===== config.mk =====
export PLATFORM = sky130hd
export DESIGN_NAME = dot_accumulator_flat
export DESIGN_NICKNAME = d
export VERILOG_FILES = /design/src/rtl/dot_accumulator_if.sv /design/src/rtl/dot_accumulator.sv /design/src/flat_wrapper.sv
export SDC_FILE = /design/constraint.sdc
export NUM_CORES = 1
export LEC_CHECK = 0
export BUFFER_PORTS_ARGS = -buffer_cell sky130_fd_sc_hd__clkbuf_2
export CAP_MARGIN = 20
export CORE_MARGIN = 8
export CORE_UTILIZATION = 57
export CTS_BUF_LIST = sky130_fd_sc_hd__clkbuf_2 sky130_fd_sc_hd__clkbuf_4 sky130_fd_sc_hd__clkbuf_8
export DETAILED_ROUTE_END_ITERATION = 12
export HOLD_SLACK_MARGIN = 0.15
export PLACE_DENSITY_LB_ADDON = 0.25
export SLEW_MARGIN = 20
export SYNTH_ARGS = -nofsm -noshare
export SYNTH_HDL_FRONTEND = slang
export SYNTH_SLANG_ARGS = --single-unit

===== constraint.sdc =====
create_clock -name clock -period 2.7 [get_ports clock]
set_clock_uncertainty 0.1 [all_clocks]
set_input_delay 0.27 -clock clock [delete_from_list [all_inputs] [get_ports clock]]
set_output_delay 0.27 -clock clock [all_outputs]
set_load 0.05 [all_outputs]

===== src/rtl/dot_accumulator_if.sv =====
// Bus between the multiplier stage, the dot-product accumulator and the
// downstream consumer: product input, sum output and the dav_/rfd handshake.
interface dot_accumulator_if #(
    parameter int W = 18
);
    logic [15:0]  m;     // product from the multiplier
    logic         ok;    // product-valid level
    logic [W-1:0] s;     // completed sum
    logic         dav_;  // data available, active low
    logic         rfd;   // ready for data from downstream
    logic         ovr;   // sticky product-dropped flag

    // Driver side: multiplier plus downstream stage
    modport master (
        output m, ok, rfd,
        input  s, dav_, ovr
    );

    // Accumulator side
    modport slave (
        input  m, ok, rfd,
        output s, dav_, ovr
    );
endinterface


===== src/rtl/dot_accumulator.sv =====
// Dot-product accumulator: sums N consecutive products (one per rising edge
// of ok), presents each sum over a dav_/rfd handshake and buffers a single
// product that arrives while the handshake is still open.
module dot_accumulator #(
    parameter int N = 4,
    parameter int W = 18
) (
    input  logic                clock,
    input  logic                reset,
    dot_accumulator_if.slave    bus
);
    typedef enum logic [1:0] {
        ACC_S = 2'b00,
        OUT_S = 2'b01,
        HS_S  = 2'b10
    } state_t;

    localparam logic [7:0] LAST_CNT = 8'(N - 1);

    state_t       state_q;
    logic [W-1:0] acc_q;
    logic [7:0]   cnt_q;
    logic         pendv_q;
    logic [15:0]  pend_q;
    logic         okr_q;
    logic [W-1:0] s_q;
    logic         dav_n_q;
    logic         ovr_q;

    logic         edge_s;
    logic [W-1:0] m_ext_s;
    logic [W-1:0] pend_ext_s;
    logic [W-1:0] acc_plus_m_s;
    logic [W-1:0] pend_plus_m_s;

    // A product is counted once per rising edge of ok, however long ok stays high
    assign edge_s        = bus.ok & ~okr_q;
    assign m_ext_s       = {{(W-16){1'b0}}, bus.m};
    assign pend_ext_s    = {{(W-16){1'b0}}, pend_q};
    assign acc_plus_m_s  = acc_q + m_ext_s;
    assign pend_plus_m_s = pend_ext_s + m_ext_s;

    assign bus.s    = s_q;
    assign bus.dav_ = dav_n_q;
    assign bus.ovr  = ovr_q;

    // Accumulate/output/handshake state machine with all outputs registered
    always_ff @(posedge clock or posedge reset) begin
        if (reset) begin
            state_q <= ACC_S;
            acc_q   <= {W{1'b0}};
            cnt_q   <= 8'd0;
            pendv_q <= 1'b0;
            pend_q  <= 16'd0;
            okr_q   <= 1'b0;
            s_q     <= {W{1'b0}};
            dav_n_q <= 1'b1;
            ovr_q   <= 1'b0;
        end else begin
            okr_q <= bus.ok;
            case (state_q)
                ACC_S: begin
                    if (edge_s) begin
                        if (cnt_q == LAST_CNT) begin
                            s_q     <= acc_plus_m_s;
                            dav_n_q <= 1'b0;
                            acc_q   <= {W{1'b0}};
                            cnt_q   <= 8'd0;
                            state_q <= OUT_S;
                        end else begin
                            acc_q <= acc_plus_m_s;
                            cnt_q <= cnt_q + 8'd1;
                        end
                    end
                end
                OUT_S: begin
                    // One product may be parked while the sum is on offer
                    if (edge_s) begin
                        if (!pendv_q) begin
                            pend_q  <= bus.m;
                            pendv_q <= 1'b1;
                        end else begin
                            ovr_q <= 1'b1;
                        end
                    end
                    if (!bus.rfd) begin
                        dav_n_q <= 1'b1;
                        state_q <= HS_S;
                    end
                end
                HS_S: begin
                    if (bus.rfd) begin
                        // Restart from the parked product plus any product on this clock
                        state_q <= ACC_S;
                        pendv_q <= 1'b0;
                        case ({pendv_q, edge_s})
                            2'b00: begin
                                acc_q <= {W{1'b0}};
                                cnt_q <= 8'd0;
                            end
                            2'b01: begin
                                acc_q <= m_ext_s;
                                cnt_q <= 8'd1;
                            end
                            2'b10: begin
                                acc_q <= pend_ext_s;
                                cnt_q <= 8'd1;
                            end
                            2'b11: begin
                                acc_q <= pend_plus_m_s;
                                cnt_q <= 8'd2;
                            end
                            default: begin
                                acc_q <= {W{1'b0}};
                                cnt_q <= 8'd0;
                            end
                        endcase
                    end else if (edge_s) begin
                        if (!pendv_q) begin
                            pend_q  <= bus.m;
                            pendv_q <= 1'b1;
                        end else begin
                            ovr_q <= 1'b1;
                        end
                    end
                end
                default: begin
                    state_q <= ACC_S;
                    dav_n_q <= 1'b1;
                end
            endcase
        end
    end
endmodule


===== src/flat_wrapper.sv =====
// flat-port wrapper written by rule: the top's interface ports become plain ports
module dot_accumulator_flat 
#(
    parameter int N = 4,
    parameter int W = 18
)
  (clock, reset, bus_m, bus_ok, bus_rfd, bus_s, bus_dav_, bus_ovr);
  dot_accumulator_if #(.W(W)) bus_i ();
  input  logic clock;
  input  logic reset;
  input wire logic [$bits(bus_i.m)-1:0] bus_m;
  input wire logic [$bits(bus_i.ok)-1:0] bus_ok;
  input wire logic [$bits(bus_i.rfd)-1:0] bus_rfd;
  output wire logic [$bits(bus_i.s)-1:0] bus_s;
  output wire logic [$bits(bus_i.dav_)-1:0] bus_dav_;
  output wire logic [$bits(bus_i.ovr)-1:0] bus_ovr;
  assign bus_i.m = bus_m;
  assign bus_i.ok = bus_ok;
  assign bus_i.rfd = bus_rfd;
  assign bus_s = bus_i.s;
  assign bus_dav_ = bus_i.dav_;
  assign bus_ovr = bus_i.ovr;
  dot_accumulator #(.N(N), .W(W)) u_core (.clock(clock), .reset(reset), .bus(bus_i));
endmodule

==> metrics.txt, run 1 <==
Avg Cell Area, Syn 9.66 um2; CTS tree built; synth unique cells 64; drt wl/cell 18.4 um; crit path capture type flip-flop; Async S/R FF share, synth 100%; area occupied by multi-input gates 0.00281 mm2; Pwr Density 1250 mW/mm2; Num CTS Buffers 9; die area 0.0111 mm2; std cell rows 32; VDD IR-drop max 0.000542 V; Port Buf Inserts 39; detailed placer's ending HPWL 8.16 mm; most common cell after layout, fill and taps aside dfrtp_1; Seq cells post-synth 66; Die W 105 um; routed vias/inst 6.24; global-route wire length before repair 19.0 mm; Initial Util 58.7%; total I/O pin count 40; depth of the CTS H-tree 3; initial antenna violation count 0; setup TNS 0 ns; die height 105 um; max-slew violation count 0; clock share of power 13.3%; Switch Pwr 0.00311 W; HP Class primary input to flip-flop; min Tclk post-route 2.62 ns; DRC Markers 0; Worst Max-Slew Pin Slew 0.788 ns; Synth Warn # 0; Seq pwr share 25.6%; Worst slew margin 47.4%; Iteration-0 DRC Markers 285; Req. time, crit path 2.83 ns; Final Setup Violations 0; root buf cell clkbuf_8; Placed Instances 600; nets@finish 592; GP Congestion 0.900; GRT Util Overall 20.9%; Synth Cell Area 0.00454 mm2; Arr. time, crit path 2.75 ns; max cap viols 0; DR vias 3959; RSZ-0062 raised after global routing true; CP Max Fanout 5; grt ovf 0; net count after synthesis 535; commonest cells after routing, fill and taps aside dfrtp_1, o21ai_0, nand2_1, clkbuf_2, ha_1; Area growth syn-to-layout 17.3%; startpoint types primary input; Antenna Nets Post-Route 0; CTS max path bufs 2; layout cells sized above 1 21.6%; core area 0.00773 mm2; Clock Latency Late Sink 0.35 ns; Antenna diodes 0; drt first pass iters 8; placement-stage cell area 0.00484 mm2; Post-Synthesis Cells 470; Post-synth EDFFs 0; vias in the first global route 3950; drt total wl 11.7 mm; combinational share of power 61.1%; WS Path Type primary input to flip-flop; cell-internal power 0.00357 W; Finished Cell Area 0.00532 mm2; Reg area 0.00165 mm2; clk slew on worst S/H paths 0.07 ns; Primary FF master, synth dfrtp_1; Leakage 2.50 nW; period utilization 97.0%; final hold vios 0; clk sink count 66; Seq/Total Area, Yosys 36.4%; status completed; worst hold margin 0.167 ns; Final Util 68.9%; Cell Count, Final, Fillers Out 634; switch share 46.6%; Peak Freq 382 MHz; largest net degree at the start of global routing 67; Layout fillers 619
[routing by layer]
| layer | routed length, um | vias up | track usage, % | part of all wire [%] |
|---|---|---|---|---|
| li1 | - | 1867 | - | - |
| met1 | 5170 | 1932 | 26.7 | 44 |
| met2 | 5610 | 138 | 33.6 | 48 |
| met3 | 632 | 22 | 3.78 | 5.4 |
| met4 | 269 | 0 | 9.68 | 2.3 |
| met5 | 0 | - | 0 | 0 |
[cells by family after synthesis]
group / count (synthesis) / synth area share (%)
AO/OA/AOI/OAI: 163 / 24.4
AND/OR/NAND/NOR: 105 / 11.3
flip-flops: 66 / 36.4
adder cells (fa/ha/maj): 45 / 12.7
buffers and inverters: 39 / 3.83
XOR/XNOR: 28 / 5.40
multiplexers: 24 / 5.93
[metrics by stage]
step	total power (W)	setup WS, ns
4_1_cts	0.00643	0.0202
3_5_place_dp	0.00551	0.0198
2_1_floorplan	0.00463	0.323
5_1_grt	0.00714	-0.0339
6_report	0.00668	0.0799
3_3_place_gp	0.00538	0.130
[area by class of cell]
| class | count | share of cell area (%) |
|---|---|---|
| sequential | 66 | 31.0 |
| clock inverter | 2 | 0.658 |
| inverter | 19 | 1.34 |
| tap | 102 | 2.40 |
| multi-input combinational | 365 | 52.8 |
| clock buffer | 14 | 3.27 |
| timing repair buffer | 66 | 8.46 |
[sequential cells by signal, indices dropped and copies added (netlist names)]
signal / cells
u_core.bus.s: 18
u_core.pend_q: 16
u_core.bus.dav_: 1
u_core.pendv_q: 1
u_core.state_q: 2
u_core.acc_q: 18
u_core.okr_q: 1
u_core.cnt_q: 8
u_core.bus.ovr: 1
[path summary, 6_finish.rpt]
check                      slack, ns                      endpoint  depth (start not counted)                        start
max                             0.08  u_core.acc_q[16]$_DFFE_PP0P_                         10                     bus_m[7]
min                             0.17  u_core.pend_q[9]$_DFFE_PP0P_                          2                     bus_m[9]
max reg2reg                     0.11  u_core.acc_q[16]$_DFFE_PP0P_                         10  u_core.acc_q[0]$_DFFE_PP0P_
min reg2reg                     0.37    u_core.bus.ovr$_DFFE_PP0P_                          1   u_core.bus.ovr$_DFFE_PP0P_
max in group asynchronous       1.75   u_core.bus.dav_$_DFFE_PP1P_                          4                        reset
min in group asynchronous       0.44   u_core.bus.s[1]$_DFFE_PP0P_                          4                        reset
[Yosys cell counts (7+ instances only)]
cell	instances	area share (%)
a21o_1	17	2.8
a21oi_1	25	2.8
a222oi_1	10	2.2
a22oi_1	9	1.5
a31oi_1	11	1.5
and3_1	7	0.96
clkbuf_1	12	0.99
dfrtp_1	65	36
ha_1	43	12
inv_1	19	1.6
mux2_2	21	5.2
nand2_1	39	3.2
nand2b_1	7	0.96
nand3_1	7	0.77
nor2_1	21	1.7
o21ai_0	41	4.5
o21ai_1	7	0.77
xnor2_1	16	3.1
xor2_1	12	2.3
[critical path, stage by stage]
cell           delay (ns)
dlygate4sd3_1        0.55
clkbuf_2             0.16
ha_1                 0.40
a21o_1               0.16
a21oi_1              0.09
o21a_1               0.21
o221ai_2             0.26
a31oi_2              0.17
a21o_1               0.20
a211o_1              0.28
[power by group through the flow]
stage	Combinational, W	Clock (W)	Sequential (W)
after floorplan	0.00269	0	0.00195
after global placement	0.00370	0	0.00168
after detailed placement	0.00380	0	0.00170
after CTS	0.00384	0.000895	0.00169
after global routing	0.00444	0.000941	0.00176
final	0.00408	0.000890	0.00171
[timing repair]
item                                   in CTS  in global routing
endpoints found under the hold margin      80                  0
setup endpoints to repair                   0                 10
resized for setup                           0                 15
setup buffers                               0                  2
hold buffers                               16                  0
No activity file was read; power rests on OpenSTA's default activity.
==> run 2: changes to the inputs <==
--- a/config.mk
+++ b/config.mk
@@ -12,7 +12,7 @@
 export CTS_BUF_LIST = sky130_fd_sc_hd__clkbuf_2 sky130_fd_sc_hd__clkbuf_4 sky130_fd_sc_hd__clkbuf_8
 export DETAILED_ROUTE_END_ITERATION = 12
 export HOLD_SLACK_MARGIN = 0.15
-export PLACE_DENSITY_LB_ADDON = 0.25
+export PLACE_DENSITY = 0.77
 export SLEW_MARGIN = 20
 export SYNTH_ARGS = -nofsm -noshare
 export SYNTH_HDL_FRONTEND = slang
==> run 2 against run 1 <==
Effect of this change:
- count of clock-buffer cells in the layout shrank 5
- global-route usage grew 0.42 points
- core utilization is essentially flat
- via count shrank 0.38%
- maximum frequency grew 0.56%
- cell count grew 0.16%
- non-clock buffer count grew 1
- hold slack gained 0.060 ns
- sequential cell count is the same
- critical endpoint unchanged
- largest cell class unchanged
==> metrics.txt, run 2 (same netlist as run 1, synthesis figures left out) <==
Req. time, crit path 2.83 ns (about the same); Worst Max-Slew Pin Slew 0.748 ns (-0.0407 ns); drt wl/cell 18.7 um (+1.5%); VDD IR-drop max 0.000548 V (+1.0%); Area growth syn-to-layout 17.2% (about the same); core area 0.00773 mm2 (unchanged); Worst slew margin 50.2% (+2.7 points); Antenna Nets Post-Route 0 (unchanged); grt ovf 0 (unchanged); Layout fillers 608 (-1.8%); drt total wl 11.9 mm (+1.7%); WS Path Type primary input to flip-flop; Die W 105 um (unchanged); dpl ws 0.00622 ns (-0.0135 ns); Antenna diodes 0 (unchanged); commonest cells after routing, fill and taps aside dfrtp_1, nand2_1, o21ai_0, clkbuf_2, ha_1; setup TNS 0 ns (unchanged); nets@finish 593 (+0.17%); root buf cell clkbuf_8; Final Setup Violations 0 (unchanged); detailed placer's ending HPWL 8.57 mm (+5.0%); critical path cell sequence dlygate4sd3_1, clkbuf_2, ha_1, nand3_1, nor2_1, nand2_1, o221ai_2, a31oi_4, a21o_1, a211o_1; initial antenna violation count 0 (unchanged); drt first pass iters 8 (unchanged); startpoint types primary input; placement-stage cell area 0.00482 mm2 (-0.31%); clk sink count 66 (unchanged); HP Class primary input to flip-flop; crit path capture type flip-flop; Peak Freq 384 MHz (+0.56%); Iteration-0 DRC Markers 302 (+6.0%); DRT met1 WL 5.45 mm (+5.4%); Clock Latency Late Sink 0.35 ns (about the same); cell family with most CP delay compound AO/OA/AOI/OAI gates; std cell rows 32 (unchanged); DRC Markers 0 (unchanged); Pwr Density 1260 mW/mm2 (+0.22%); routed vias/inst 6.21 (-0.54%); die area 0.0111 mm2 (unchanged); most common cell after layout, fill and taps aside dfrtp_1; max-slew violation count 0 (unchanged); final hold vios 0 (unchanged); Top Layer Used met4; Reg area 0.00165 mm2 (unchanged); Bufs and invs on worst path 2 (unchanged); status completed; total power 0.00669 W (+0.17%); GRT Util Overall 21.3% (+0.42 points); Initial Util 58.7% (unchanged); crit path max-delay cell type dlygate4sd3_1; Leakage 2.49 nW (about the same); CTS tree built; max cap viols 0 (unchanged); clk slew on worst S/H paths 0.08 ns (about the same); final setup margin 0.0944 ns (+0.0145 ns); global-route wire length before repair 19.3 mm (+1.6%); area occupied by multi-input gates 0.00282 mm2 (about the same); Arr. time, crit path 2.74 ns (about the same); GP Congestion 0.903 (+0.41%); Num CTS Buffers 9 (unchanged); layout cells sized above 1 22.1% (+0.52 points); routed length on met2 5.45 mm (-2.8%); vias in the first global route 3882 (-1.7%); largest net degree at the start of global routing 35 (-48%); Finished Cell Area 0.00532 mm2 (about the same); depth of the CTS H-tree 3 (unchanged); min Tclk post-route 2.61 ns (-0.0145 ns); critical path's largest stage delay 0.54 ns (about the same); period utilization 96.5% (-0.54 points); CTS max path bufs 2 (unchanged); Port Buf Inserts 39 (unchanged); CP Max Fanout 5 (unchanged); total I/O pin count 40 (unchanged); die height 105 um (unchanged); DR vias 3944 (-0.38%); Detail Route met3 WL 806 um (+28%)
==> run 2: changes by cell type in the layout (fill, tap and decap cells not counted), sizes merged <==
| cell | change |
|---|---|
| clkinvlp | +1 |
| dlygate4sd3 | +1 |
| clkinv | +4 |
| clkbuf | -5 |
==> run 2: timing repair <==
item / in CTS / in global routing
gates resized for setup: 0 / 19
endpoints found under the hold margin: 81 / 0
setup buffers: 0 / 4
hold buffers: 17 / 0
endpoints found under the setup margin: 0 / 10
==> run 2: area by class of cell <==
class | count | area share (%)
Inverter | 19 | 1.34
Multi-Input combinational cell | 365 | 52.9
Tap cell | 102 | 2.40
Sequential cell | 66 | 31.1
Clock buffer | 9 | 2.33
Timing Repair Buffer | 67 | 8.65
Clock inverter | 7 | 1.32
==> run 2: routing by layer <==
metal	track usage, %	vias to the layer above
met5	0	-
met4	6.73	0
met3	4.99	15
met2	33.7	141
met1	28.2	1931
li1	-	1857
==> run 2: power by group <==
| part | switching, W | total [W] | internal (W) |
|---|---|---|---|
| combinational | 0.00247 | 0.00414 | 0.00167 |
| clock | 0.000410 | 0.000834 | 0.000424 |
| sequential | 0.000311 | 0.00171 | 0.00140 |
==> run 2: per-stage QoR <==
step | cells | utilization, % | hold slack, ns
6_report | 635 | 68.9 | 0.227
5_1_grt | 635 | 68.9 | 0.234
4_1_cts | 631 | 67.1 | 0.209
3_5_place_dp | 598 | 62.4 | 0.284
3_3_place_gp | 598 | 62.4 | 0.277
2_1_floorplan | 470 | - | 0.201
==> run 2: worst register-to-register path: stages (launching register included) <==
cell and delay, ns:
dfrtp_1 0.36, ha_1 0.17, inv_1 0.06, fa_1 0.39, nand2b_4 0.17, a21oi_2 0.19
a211oi_4 0.08, o221ai_2 0.32, a31oi_4 0.15, a21o_1 0.20, a211o_1 0.29
==> run 2: path summary, 6_finish.rpt <==
kind,cells past startpoint,startpoint,endpoint,slack [ns]
hold reg to reg,1,u_core.bus.ovr$_DFFE_PP0P_,u_core.bus.ovr$_DFFE_PP0P_,0.38
max in group asynchronous,4,reset,u_core.bus.dav_$_DFFE_PP1P_,1.71
setup / recovery,10,bus_m[7],u_core.acc_q[16]$_DFFE_PP0P_,0.09
setup reg to reg,10,u_core.acc_q[0]$_DFFE_PP0P_,u_core.acc_q[16]$_DFFE_PP0P_,0.12
hold / removal,3,bus_m[3],u_core.acc_q[3]$_DFFE_PP0P_,0.23
min in group asynchronous,4,reset,u_core.cnt_q[5]$_DFFE_PP0P_,0.46
==> run 3: changes to the inputs <==
--- a/config.mk
+++ b/config.mk
@@ -5,14 +5,14 @@
 export SDC_FILE = /design/constraint.sdc
 export NUM_CORES = 1
 export LEC_CHECK = 0
+export ABC_AREA = 1
 export BUFFER_PORTS_ARGS = -buffer_cell sky130_fd_sc_hd__clkbuf_2
 export CAP_MARGIN = 20
-export CORE_MARGIN = 8
 export CORE_UTILIZATION = 57
 export CTS_BUF_LIST = sky130_fd_sc_hd__clkbuf_2 sky130_fd_sc_hd__clkbuf_4 sky130_fd_sc_hd__clkbuf_8
 export DETAILED_ROUTE_END_ITERATION = 12
 export HOLD_SLACK_MARGIN = 0.15
-export PLACE_DENSITY = 0.77
+export PLACE_DENSITY = 0.76
 export SLEW_MARGIN = 20
 export SYNTH_ARGS = -nofsm -noshare
 export SYNTH_HDL_FRONTEND = slang
==> run 3 against run 2 <==
Effect of this change:
- worst setup slack gained 0.15 ns
- hold slack lost 0.072 ns
- global-route usage grew 9.0 points
==> metrics.txt, run 3 <==
reg2reg start u_core.state_q[0]$_DFFE_PP0P_; Finished Cell Area 0.00563 mm2 (+5.8%); ranking of synthesized cells by area dfrtp_1, nand2_1, ha_1; die area 0.00914 mm2 (-17%); top-area cell type share of the netlist area 32.6% (-3.3 points); vias in the first global route 4628 (+19%); Antenna Nets Post-Route 0 (unchanged); Iteration-0 DRC Markers 266 (-12%); Worst Setup EP u_core.acc_q[10]$_DFFE_PP0P_; Post-Synthesis Cells 712 (+51%); most frequent cell after synthesis nand2_1; core area 0.00834 mm2 (+7.9%); std cell rows 33 (+3.1%); Antenna diodes 0 (unchanged); CTS tree built; global-route wire length before repair 21.2 mm (+9.9%); clk sink count 66 (unchanged); Initial Util 59.9% (+1.1 points); Async S/R FF share, synth 100% (unchanged); drt wl/cell 14.6 um (-22%); clk slew on worst S/H paths 0.07 ns (about the same); Placed Instances 846 (+41%); hold_buf cts 14 (-3); largest net degree at the start of global routing 36 (+2.9%); HP Class primary input to flip-flop; Post-CTS Setup Bufs 0 (unchanged); Layout fillers 726 (+19%); Synth Cell Area 0.00499 mm2 (+10%); Final Setup Violations 0 (unchanged); GP Congestion 0.947 (+4.8%); Seq cells post-synth 66 (unchanged); commonest cells after routing, fill and taps aside nand2_1, inv_1, dfrtp_1, nand3_1, ha_1; Reg area 0.00165 mm2 (unchanged); R2R cell count 7 (-3); Arr. time, crit path 2.58 ns (-0.16 ns); Final Util 67.5% (-1.4 points); Worst slew margin 52.0% (+1.9 points); Area growth syn-to-layout 12.7%; Synth top cells by count nand2_1, inv_1, dfrtp_1; layout cells sized above 1 10.5% (-12 points); Die W 95.6 um (-9.2%); net count after synthesis 777 (+45%); die height 95.6 um (-9.2%); final hold vios 0 (unchanged); total I/O pin count 40 (unchanged); placement-stage cell area 0.00527 mm2 (+9.3%); Avg Cell Area, Syn 7.02 um2 (-27%); drt total wl 12.8 mm (+7.4%); routed vias/inst 5.52 (-11%); crit path launch bus_m[0]; period utilization 90.8% (-5.7 points); Pwr Density 1140 mW/mm2 (-9.1%); most common cell after layout, fill and taps aside nand2_1; Cell Count, Final, Fillers Out 876 (+38%); RSZ-0062 raised after global routing false; crit path capture type flip-flop; Leakage 3.05 nW (+22%); total power 0.00643 W (-3.9%); Num CTS Buffers 9 (unchanged); Peak Freq 408 MHz (+6.3%); Port Buf Inserts 39 (unchanged); Req. time, crit path 2.83 ns (about the same); max-slew violation count 0 (unchanged); startpoint types primary input; VDD IR-drop max 0.000649 V (+19%); GRT Util Overall 30.3% (+9.0 points); WS Path Type primary input to flip-flop; setup TNS 0 ns (unchanged); synth unique cells 41 (-36%); Seq/Total Area, Yosys 33.1% (-3.3 points); drt first pass iters 5 (-3); Post-synth EDFFs 0 (unchanged); CP Max Fanout 4 (-1); status completed; FF-to-FF setup slack 0.48 ns (+0.36 ns); nets@finish 831 (+40%); DRC Markers 0 (unchanged); DR vias 4834 (+23%); CTS max path bufs 2 (unchanged); Primary FF master, synth dfrtp_1; Clock Latency Late Sink 0.35 ns (about the same); reg-to-reg endpoint u_core.pend_q[10]$_DFFE_PP0P_; initial antenna violation count 0 (unchanged); grt ovf 0 (unchanged); Synth Warn # 0 (unchanged); Worst Max-Slew Pin Slew 0.719 ns (-0.0290 ns); largest area contributor in the synthesized netlist dfrtp_1; post_cts resized 0 (unchanged); depth of the CTS H-tree 3 (unchanged); root buf cell clkbuf_8; max cap viols 0 (unchanged); min Tclk post-route 2.45 ns (-0.154 ns); area occupied by multi-input gates 0.00285 mm2 (+1.3%); detailed placer's ending HPWL 9.65 mm (+13%)
[run 3: cell types whose count changed in the layout (fill, tap and decap cells not counted), moves of 9 or more]
cell	delta
nand2_1	+193
inv_1	+76
nand3_1	+51
mux2_2	-19
nor2_1	+18
a21o_1	-17
a21oi_1	+16
xnor2_1	-11
a222oi_1	-10
xor2_1	-9
[run 3: area by class of cell]
cell class	instances	share of cell area (%)
flip-flops and latches	66	29.4
clock inverters	2	0.622
multi-input cells	530	50.7
clock buffers	14	3.20
well taps	105	2.33
repair buffers	59	6.98
inverters	100	6.80
[run 3: report_power, final]
part	internal [W]	leakage, nW	switching (W)	total, W
Sequential	0.00140	0.846	0.000265	0.00167
Combinational	0.00125	2.09	0.00260	0.00385
Clock	0.000522	0.114	0.000390	0.000912
Total	0.00317	3.05	0.00326	0.00643
[run 3: how the worst min path moves through the flow]
| stage | from | end | cells after the start |
|---|---|---|---|
| after floorplan | bus_ok | u_core.okr_q$_DFF_PP0_ | 0 |
| after global placement | bus_ok | u_core.okr_q$_DFF_PP0_ | 1 |
| after detailed placement | bus_ok | u_core.okr_q$_DFF_PP0_ | 1 |
| after CTS | bus_m[5] | u_core.pend_q[5]$_DFFE_PP0P_ | 3 |
| after global routing | bus_m[5] | u_core.pend_q[5]$_DFFE_PP0P_ | 3 |
| final | bus_m[5] | u_core.pend_q[5]$_DFFE_PP0P_ | 3 |
[run 3: layer usage]
metal	wire length, um	GRT usage (%)	part of all wire (%)
met1	5990	40.1	47
met2	5920	50.2	46
met3	560	4.78	4.4
met4	277	10.4	2.2
met5	0	0	0
[run 3: worst max-delay path, stage by stage]
cell and delay, ns:
dlygate4sd3_1 0.53, clkbuf_2 0.14, ha_1 0.17, inv_1 0.06, fa_1 0.39, nand3b_1 0.17, nand2_1 0.14, nand2_1 0.08
nand2_2 0.11, a21oi_1 0.09, or2_1 0.23, nand3_1 0.07, nand2_1 0.05, inv_1 0.04, nand2_1 0.04
[run 3: metrics by stage]
step	setup WS (ns)	hold WS, ns
after floorplan	0.677	0.201
after global placement	0.521	0.297
after detailed placement	0.478	0.297
after CTS	0.287	0.152
after global routing	0.135	0.171
final	0.248	0.155
[run 3: cells by family (layout without fill, tap and decap cells)]
kind of cell / Yosys count / after routing / share of synthesized area, %
buffers and inverters: 116 / 175 / 9.79
muxes: 2 / 2 / 0.451
AOI/OAI and AO/OA: 114 / 114 / 12.9
xor gates and xnor gates: 8 / 8 / 1.40
adders and majority gates: 45 / 45 / 11.6
DFF: 66 / 66 / 33.1
and+or+nand+nor: 361 / 361 / 30.8
